==> config.mk <==
export PLATFORM = sky130hd
export DESIGN_NAME = bus_ctrl
export DESIGN_NICKNAME = d
export VERILOG_FILES = /design/src/rtl/gb_pkg.sv /design/src/rtl/pc_unit.sv /design/src/rtl/bus_ctrl.sv
export SDC_FILE = /design/constraint.sdc
export NUM_CORES = 1
export LEC_CHECK = 0
export ABC_AREA = 1
export CORE_ASPECT_RATIO = 0.8
export CORE_MARGIN = 1
export CORE_UTILIZATION = 46
export CTS_CLUSTER_DIAMETER = 50
export CTS_CLUSTER_SIZE = 30
export DETAILED_ROUTE_END_ITERATION = 10
export PLACE_DENSITY = 0.8
export SYNTH_ARGS = -nofsm -noshare
export SYNTH_HDL_FRONTEND = slang
export SYNTH_SLANG_ARGS = --single-unit
==> constraint.sdc <==
create_clock -name clk -period 3.1 [get_ports clk]
set_clock_uncertainty 0.2 [all_clocks]
set_input_delay 0.62 -clock clk [delete_from_list [all_inputs] [get_ports clk]]
set_output_delay 0.62 -clock clk [all_outputs]
set_load 0.01 [all_outputs]
==> src/rtl/gb_pkg.sv <==
// rtl/gb_pkg.sv - shared encodings for the memory bus sequencer and instruction decoder
package gb_pkg;

  localparam logic [1:0] T1 = 2'b00;
  localparam logic [1:0] T2 = 2'b01;
  localparam logic [1:0] T3 = 2'b10;
  localparam logic [1:0] T4 = 2'b11;

  localparam logic [7:0] OPEN_BUS_DFLT = 8'hFF;

  typedef enum logic [1:0] {
    BUS_IDLE,
    BUS_FETCH,
    BUS_RD,
    BUS_WR
  } bus_op_e;

  typedef enum logic [2:0] {
    IDLE,
    T1_ADDR,
    T2_STRB,
    T3_SAMP,
    T3_WAIT,
    T4_DONE
  } bus_state_e;

  typedef enum logic [2:0] {
    REG_B  = 3'd0,
    REG_C  = 3'd1,
    REG_D  = 3'd2,
    REG_E  = 3'd3,
    REG_H  = 3'd4,
    REG_L  = 3'd5,
    MEM_HL = 3'd6,
    REG_A  = 3'd7
  } reg_sel_e;

  typedef enum logic [1:0] {
    DBUS_SBUS,
    DBUS_ALU,
    DBUS_MEM,
    DBUS_DEBUG
  } dbus_sel_e;

endpackage

==> src/rtl/pc_unit.sv <==
// rtl/pc_unit.sv - 16-bit program counter; load beats increment, increment wraps
module pc_unit #(
  parameter logic [15:0] RESET_PC = 16'h0000
) (
  input  logic        clk,
  input  logic        rst,
  input  logic        load,
  input  logic [15:0] load_val,
  input  logic        inc,
  output logic [15:0] pc
);

  always_ff @(posedge clk or posedge rst) begin
    if (rst) begin
      pc <= RESET_PC;
    end else if (load) begin
      pc <= load_val;
    end else if (inc) begin
      pc <= pc + 16'd1;
    end
  end

endmodule

==> src/rtl/bus_ctrl.sv <==
// rtl/bus_ctrl.sv - M-cycle sequencer: opcode fetch, data read/write, wait states, mdr
module bus_ctrl
  import gb_pkg::*;
#(
  parameter logic [15:0] RESET_PC = 16'h0000,
  parameter int unsigned WAIT_MAX = 8,
  parameter logic [7:0]  OPEN_BUS = OPEN_BUS_DFLT
) (
  input  logic        clk,
  input  logic        rst,
  input  logic [1:0]  t_cycle,
  input  logic        fetch_req,
  input  logic        data_req,
  input  logic        data_we,
  input  logic [15:0] data_addr,
  input  logic [7:0]  data_wdata,
  input  logic        pc_load,
  input  logic [15:0] pc_load_val,
  input  logic        pc_inc,
  output logic [15:0] mem_addr,
  output logic [7:0]  mem_wdata,
  output logic        mem_rd,
  output logic        mem_wr,
  input  logic [7:0]  mem_rdata,
  input  logic        mem_ready,
  output logic [7:0]  mdr,
  output logic        mdr_valid,
  output logic [15:0] pc,
  output logic        hold_req,
  output logic        timeout,
  output logic        proto_err
);

  localparam logic [7:0] WAIT_LIM = 8'(WAIT_MAX);

  bus_state_e  state, state_n;
  bus_op_e     op, op_n;
  logic [15:0] addr_n;
  logic [7:0]  wdata_n, mdr_n, wait_cnt, wait_cnt_n;
  logic        rd_n, wr_n, mdr_valid_n, hold_n, timeout_n, proto_n;
  logic        acc_done, acc_abort, fetch_inc;

  always_comb begin
    state_n     = state;
    op_n        = op;
    addr_n      = mem_addr;
    wdata_n     = mem_wdata;
    rd_n        = mem_rd;
    wr_n        = mem_wr;
    mdr_n       = mdr;
    mdr_valid_n = 1'b0;
    hold_n      = hold_req;
    timeout_n   = timeout;
    proto_n     = proto_err;
    wait_cnt_n  = wait_cnt;
    acc_done    = 1'b0;
    acc_abort   = 1'b0;
    fetch_inc   = 1'b0;

    case (state)
      // T4 also accepts a new request so back-to-back M-cycles lose no clock
      IDLE, T4_DONE: begin
        state_n = IDLE;
        op_n    = BUS_IDLE;
        if (t_cycle == T1 && (fetch_req || data_req)) begin
          state_n    = T1_ADDR;
          wait_cnt_n = 8'd0;
          proto_n    = proto_err | (fetch_req & data_req);
          if (data_req) begin
            op_n   = data_we ? BUS_WR : BUS_RD;
            addr_n = data_addr;
          end else begin
            op_n   = BUS_FETCH;
            addr_n = pc;
          end
        end
      end
      T1_ADDR: begin
        state_n = T2_STRB;
        if (op == BUS_WR) wdata_n = data_wdata;
        else              rd_n    = 1'b1;
      end
      T2_STRB: begin
        state_n = T3_SAMP;
        if (op == BUS_WR) wr_n = 1'b1;
      end
      T3_SAMP: begin
        if (mem_ready) begin
          acc_done = 1'b1;
        end else begin
          state_n    = T3_WAIT;
          hold_n     = 1'b1;
          wait_cnt_n = 8'd1;
        end
      end
      T3_WAIT: begin
        if (mem_ready)                 acc_done   = 1'b1;
        else if (wait_cnt >= WAIT_LIM) acc_abort  = 1'b1;
        else                           wait_cnt_n = wait_cnt + 8'd1;
      end
      default: state_n = IDLE;
    endcase

    if (acc_done || acc_abort) begin
      state_n   = T4_DONE;
      rd_n      = 1'b0;
      wr_n      = 1'b0;
      hold_n    = 1'b0;
      timeout_n = timeout | acc_abort;
      fetch_inc = (op == BUS_FETCH);
      if (op != BUS_WR) begin
        mdr_n       = acc_abort ? OPEN_BUS : mem_rdata;
        mdr_valid_n = 1'b1;
      end
    end
  end

  always_ff @(posedge clk or posedge rst) begin
    if (rst) begin
      state     <= IDLE;
      op        <= BUS_IDLE;
      mem_addr  <= 16'h0000;
      mem_wdata <= 8'h00;
      mem_rd    <= 1'b0;
      mem_wr    <= 1'b0;
      mdr       <= 8'h00;
      mdr_valid <= 1'b0;
      hold_req  <= 1'b0;
      timeout   <= 1'b0;
      proto_err <= 1'b0;
      wait_cnt  <= 8'd0;
    end else begin
      state     <= state_n;
      op        <= op_n;
      mem_addr  <= addr_n;
      mem_wdata <= wdata_n;
      mem_rd    <= rd_n;
      mem_wr    <= wr_n;
      mdr       <= mdr_n;
      mdr_valid <= mdr_valid_n;
      hold_req  <= hold_n;
      timeout   <= timeout_n;
      proto_err <= proto_n;
      wait_cnt  <= wait_cnt_n;
    end
  end

  // Fetch increment lands on entry to T4 so a back-to-back fetch addresses the next byte
  pc_unit #(.RESET_PC(RESET_PC)) u_pc (
    .clk      (clk),
    .rst      (rst),
    .load     (pc_load),
    .load_val (pc_load_val),
    .inc      (fetch_inc | pc_inc),
    .pc       (pc)
  );

endmodule

* Yosys cells after proc, flatten, opt, wreduce, memory -nomap -nowiden
Index checks and enable logic that the tools add are counted.
** Operators by class
- Magnitude comparators :: 1
- Shift-type cells :: 0
- Multipliers :: 0
- Equality and inequality tests :: 16
- Muxes and demuxes :: 33
- Div/mod/pow operators :: 0
- $add $sub $neg :: 2
- Reductions and logical operators :: 21
- Bitwise operators :: 4
** Operators with widths (number)
- 2-to-1 mux 16 bit :: 3
- 2-to-1 mux 8 bit :: 5
- case mux 8 bit (3 select lines) :: 1
- 2-to-1 mux 1 bit :: 19
- adder 16 x 1 -> 16 bit (second input constant) :: 1
- case mux 3 bit (5 select lines) :: 1
- AND reduction 2 bit :: 7
- != test 2 bit (second input constant) :: 6
- nonzero test 2 bit :: 5
- adder 8 x 1 -> 8 bit (second input constant) :: 1
- >= comparator 8 x 4 -> 1 bit (second input constant) :: 1
- equality test 3 x 2 -> 1 bit (second input constant) :: 2
- equality test 3 bit (second input constant) :: 2
- 2-to-1 mux 3 bit :: 2
- AND reduction 5 bit :: 1
- 2-to-1 mux 2 bit :: 2
- != test 2 x 1 -> 1 bit (second input constant) :: 2
- OR reduction 2 bit :: 2
- equality test 3 x 1 -> 1 bit (second input constant) :: 1
- logical NOT 3 bit :: 1
- != test 3 bit (second input constant) :: 1
- OR 1 bit :: 3
- nonzero test 3 bit :: 1
- equality test 2 x 1 -> 1 bit (second input constant) :: 1
- other kinds (5) :: 6
** Word-level totals
- Input bits :: 58
- Bits in latches :: 0
- Word-level logic and storage cells :: 90
- Bits in registers :: 67
- Output and inout bits :: 54
- Memories :: 0
- Bits in read-only memories :: 0
- RAM bits :: 0

* Longest topological paths before layout
- Word-level depth :: 9
- Gate-level depth with buffers :: 10
- Depth with buffers taken out :: 10

* Modules after synthesis
A second synthesis with hierarchy kept.
** Second synthesis, totals
- Cell total of the unflattened synthesis :: 415
- Area, all modules :: 3470.8 µm²
** Modules (own cells, without submodules)
- bus_ctrl :: cells an instance 280, sequential area each 1276.2 µm², area each 2418.6 µm², times used 1
- pc_unit :: cells an instance 135, sequential area each 400.4 µm², area each 1052.3 µm², times used 1

* Least setup slack after synthesis
OpenSTA, ideal clock, no wires.
- Kind :: input-to-reg
- Start :: in pc_load
- End :: reg u_pc.pc[11]
- Data required time :: 2834 ps
- Setup slack :: 1395 ps
- Arrival time :: 1440 ps
- Path buffers :: 2
- Stages :: 5
- Path through :: buf_2 nor2_1 clkbuf_1 nand3_1 nand2_1
** On the way
- Word-level cells in the longest chain between the ends :: 1
- Elaborated cells between the ends (all ways) :: 2
- Classes of those cells :: mux (1); reduce/logical (1)
** Ends and longest elaborated chain
- from (decl) :: RTL line bus_ctrl.sv:17 : input logic pc_load,
- 2-to-1 mux 16 bit or nonzero test 2 bit (tied branches)
- to (signal assigned) :: RTL line pc_unit.sv:17 : pc <= load_val;
- to (signal assigned) :: RTL line pc_unit.sv:19 : pc <= pc + 16'd1;
- to (decl) :: RTL line pc_unit.sv:10 : output logic [15:0] pc
Parallel ways exist; a longest one is shown, timed or not.
A chain may end at the register's enable or synchronous reset.

* Final worst setup path
- Start :: reg u_pc.pc[5]
- End :: out pc[5]
** RTL lines
- to (decl) :: RTL line bus_ctrl.sv:28 : output logic [15:0] pc,
No word-level cell between the ends.

==> impl_metrics.csv <==
group,metric,value,unit
outcome,status,"complete, but fails checks",
outcome,violations,"design-rule violations",
yosys,synth_warnings,0,
timing,period_minus_slack,2.274,ns
cells_and_area,multiInputGateArea,1490,um2
timing,worst-slew-pin-transition,0.5207,ns
timing,fin_crit_sh,0.7336,
worst_hold_path,min_path_type,"in -> async",
placed_design,port_buffers,111,
grt,grt.overflow.total,0,
route,wl,9009,um
worst_setup_path,path_buf_inv,1,
cells_and_area,seqCellArea,1677,um2
cells_and_area,final_cells,632,
cells_and_area,design_area,4772,um2
timing,grt_setup_unrepaired,"false",
flow_run,cap_viol_max_count,0,
worst_setup_path,crit_path_max_incr_delay,0.60,ns
placed_design,hpwl,6602,um
route,dr.pass1.iters,10,
cts,ctsHoldBuffers,0,
worst_setup_path,critPathMaxFanout,7,
power,power.leakage,2.199,nW
cells_and_area,fillCellCount,606,
cts,cts.clk_slew.worst_paths,0.09,ns
yosys,ys_seq_elements,67,
cts,post_cts_buffers,0,
yosys,synth_seq_area_share,0.4937,
floorplanning,coreArea,7027,um2
floorplanning,die_area,7732,um2
route,drt_iter0_markers,163,
cts,cts_max_level,3,
floorplanning,start_util,0.4833,
floorplanning,rows,27,
worst_setup_path,worstPathCellList,"clkdlybuf4s50_1",
worst_setup_path,startpoint_type,"flip-flop",
cts,cts_resized,0,
worst_setup_path,worst_ep_arrival_time,1.45,ns
timing,final.setup.tns,0,ns
timing,setup_viol,0,
yosys,synth_nets,488,
timing,clock.fmax,0.4397,GHz
route,vias,3258,
placed_design,dp.cells,616,
grt,grt_use_total,0.2419,
cts,cts_buffer_depth,2,
yosys,synth.distinct_cells,32,
worst_setup_path,criticalPathCategory,"reg -> out",
floorplanning,die_y,78.85,um
yosys,netlist_area,3396,um2
route,antenna_left,0,
route,vias_per_cell,5.155,
worst_setup_path,end_kind,"output pin",
timing,finalHoldViolCount,0,
placed_design,dpl-instance-area,4571,um2
grt,grt_pass1_vias,3153,
worst_setup_path,crit_required,2.28,ns
grt,antenna_found_initial,0,
power,p_per_area,765.2,nW/um2
cells_and_area,antenna_cells,0,
cells_and_area,areaGrowthSynthToFinish,40.53,%
route,drcViolationCount,8,
cts,cts_buffers,9,
power,vdd_drop_max,0.0003136,V
cts,insertion_delay,0.35,ns
timing,slew_viol_final,0,
yosys,synth_cells,427,
yosys,syn_avg_cell_area,7.953,um2
floorplanning,fp.dieW,98.06,um
timing,relSlewSlack,0.6529,
worst_setup_path,crit_family,"buffers and inverters",
route,post_drt_wl_per_cell,14.25,um
cells_and_area,layout-drive-gt1-share,0.09541,
cts,clkSinkCount,67,
floorplanning,io_pins,112,
cts,root_buffer,"clkbuf_8",
worst_setup_path,cp_slowest_cell,"clkdlybuf4s50_1",
cells_and_area,nets,601,
grt,grt_pass1_wl,14700,um
cts,tritoncts,"yes",
placed_design,gp_congestion,0.8835,
grt,grt_max_degree,42,
[kinds of logic after synthesis]
logic type	share of synthesized area
simple gates	0.3014
buf+inv	0.06743
flops	0.4937
fa+ha+maj	0.01105
xor+xnor	0.007739
compound gates	0.09212
mux	0.02653
[flip-flops by register name (all words and copies together), names as in the netlist]
signal and count:
mem_addr 16, timeout 1, mem_wr 1, mdr 8, mem_rd 1, state 3, mem_wdata 8, op 2
hold_req 1, u_pc.pc 16, mdr_valid 1, wait_cnt 8, proto_err 1
[routing by layer]
layer | share of wire | routed length, um | track usage | up-vias
li1 | - | - | - | 1604
met1 | 0.43 | 3869 | 0.3096 | 1515
met2 | 0.49 | 4379 | 0.4077 | 124
met3 | 0.066 | 591 | 0.04930 | 15
met4 | 0.019 | 169 | 0.09091 | 0
met5 | 0 | 0 | 0 | -
[area by class of cell]
type                            instances  area share
Clock buffer                            9     0.02596
Clock inverter                          7     0.01626
Inverter                               37     0.02910
Multi-Input combinational cell        308      0.3123
Sequential cell                        67      0.3513
Tap cell                               87     0.02281
Timing Repair Buffer                  117      0.2423
[report_power, final]
part / leakage [nW] / internal (W) / total, W / switching [W]
logic: 1.28 / 0.000789 / 0.00148 / 0.000695
clock network: 0.0998 / 0.000376 / 0.000742 / 0.000366
registers: 0.818 / 0.00119 / 0.00143 / 0.000236
[cell usage in the layout (no fill, tap or decap), types with 2 or more instances in the layout]
master and count:
clkbuf_8 9, a31oi_1 16, clkdlybuf4s50_1 111, nand4_1 4, inv_2 3, ha_1 3
mux2_2 8, nand2_4 2, nor2_1 47, o21ai_1 12, nor3_1 2, a21oi_1 4
nand3_2 2, xnor2_1 2, inv_1 32, nand2_1 130, o21ai_0 20, or2_2 6
buf_4 6, dfrtp_1 67, nand3_1 38, nor2_4 2, clkinv_1 2, clkinv_4 3
nand2_2 4
[stage by stage]
step	hold WS [ns]	util	power (W)	setup slack, ns
final	0.2783	0.6791	0.003651	0.8258
after floorplan	0.2729	-	0.002124	0.5968
after CTS	0.2676	0.6791	0.003674	0.8198
after detailed placement	0.2691	0.6505	0.002923	0.5948
after global placement	0.2480	0.6505	0.002860	0.6171
after global routing	0.2911	0.6791	0.003873	0.7721
[final timing paths]
check                      startpoint           end  slack [ns]  depth (start not counted)
min                               rst  mem_wdata[6]        0.28                          2
max reg2reg                  state[0]   u_pc.pc[15]        1.07                          9
min in group clk            proto_err     proto_err        0.28                          1
max in group asynchronous         rst   u_pc.pc[13]        1.67                          3
min reg2reg                 proto_err     proto_err        0.28                          1
max                        u_pc.pc[5]         pc[5]        0.83                          1
[cell usage after synthesis, drive strengths merged]
cell	count	share of area
a21oi	4	0.0059
a31o	1	0.0026
a31oi	16	0.029
buf	10	0.021
clkbuf	5	0.0055
clkinv	2	0.0022
dfrtp	67	0.49
ha	3	0.011
inv	35	0.039
mux2	8	0.027
nand2	136	0.16
nand3	40	0.062
nand4	4	0.0074
nor2	50	0.060
nor3	2	0.0029
o21ai	33	0.050
o21bai	1	0.0022
o31ai	1	0.0022
or2	6	0.011
xnor2	2	0.0052
xor2	1	0.0026
Power figures use the tool's default switching activity.
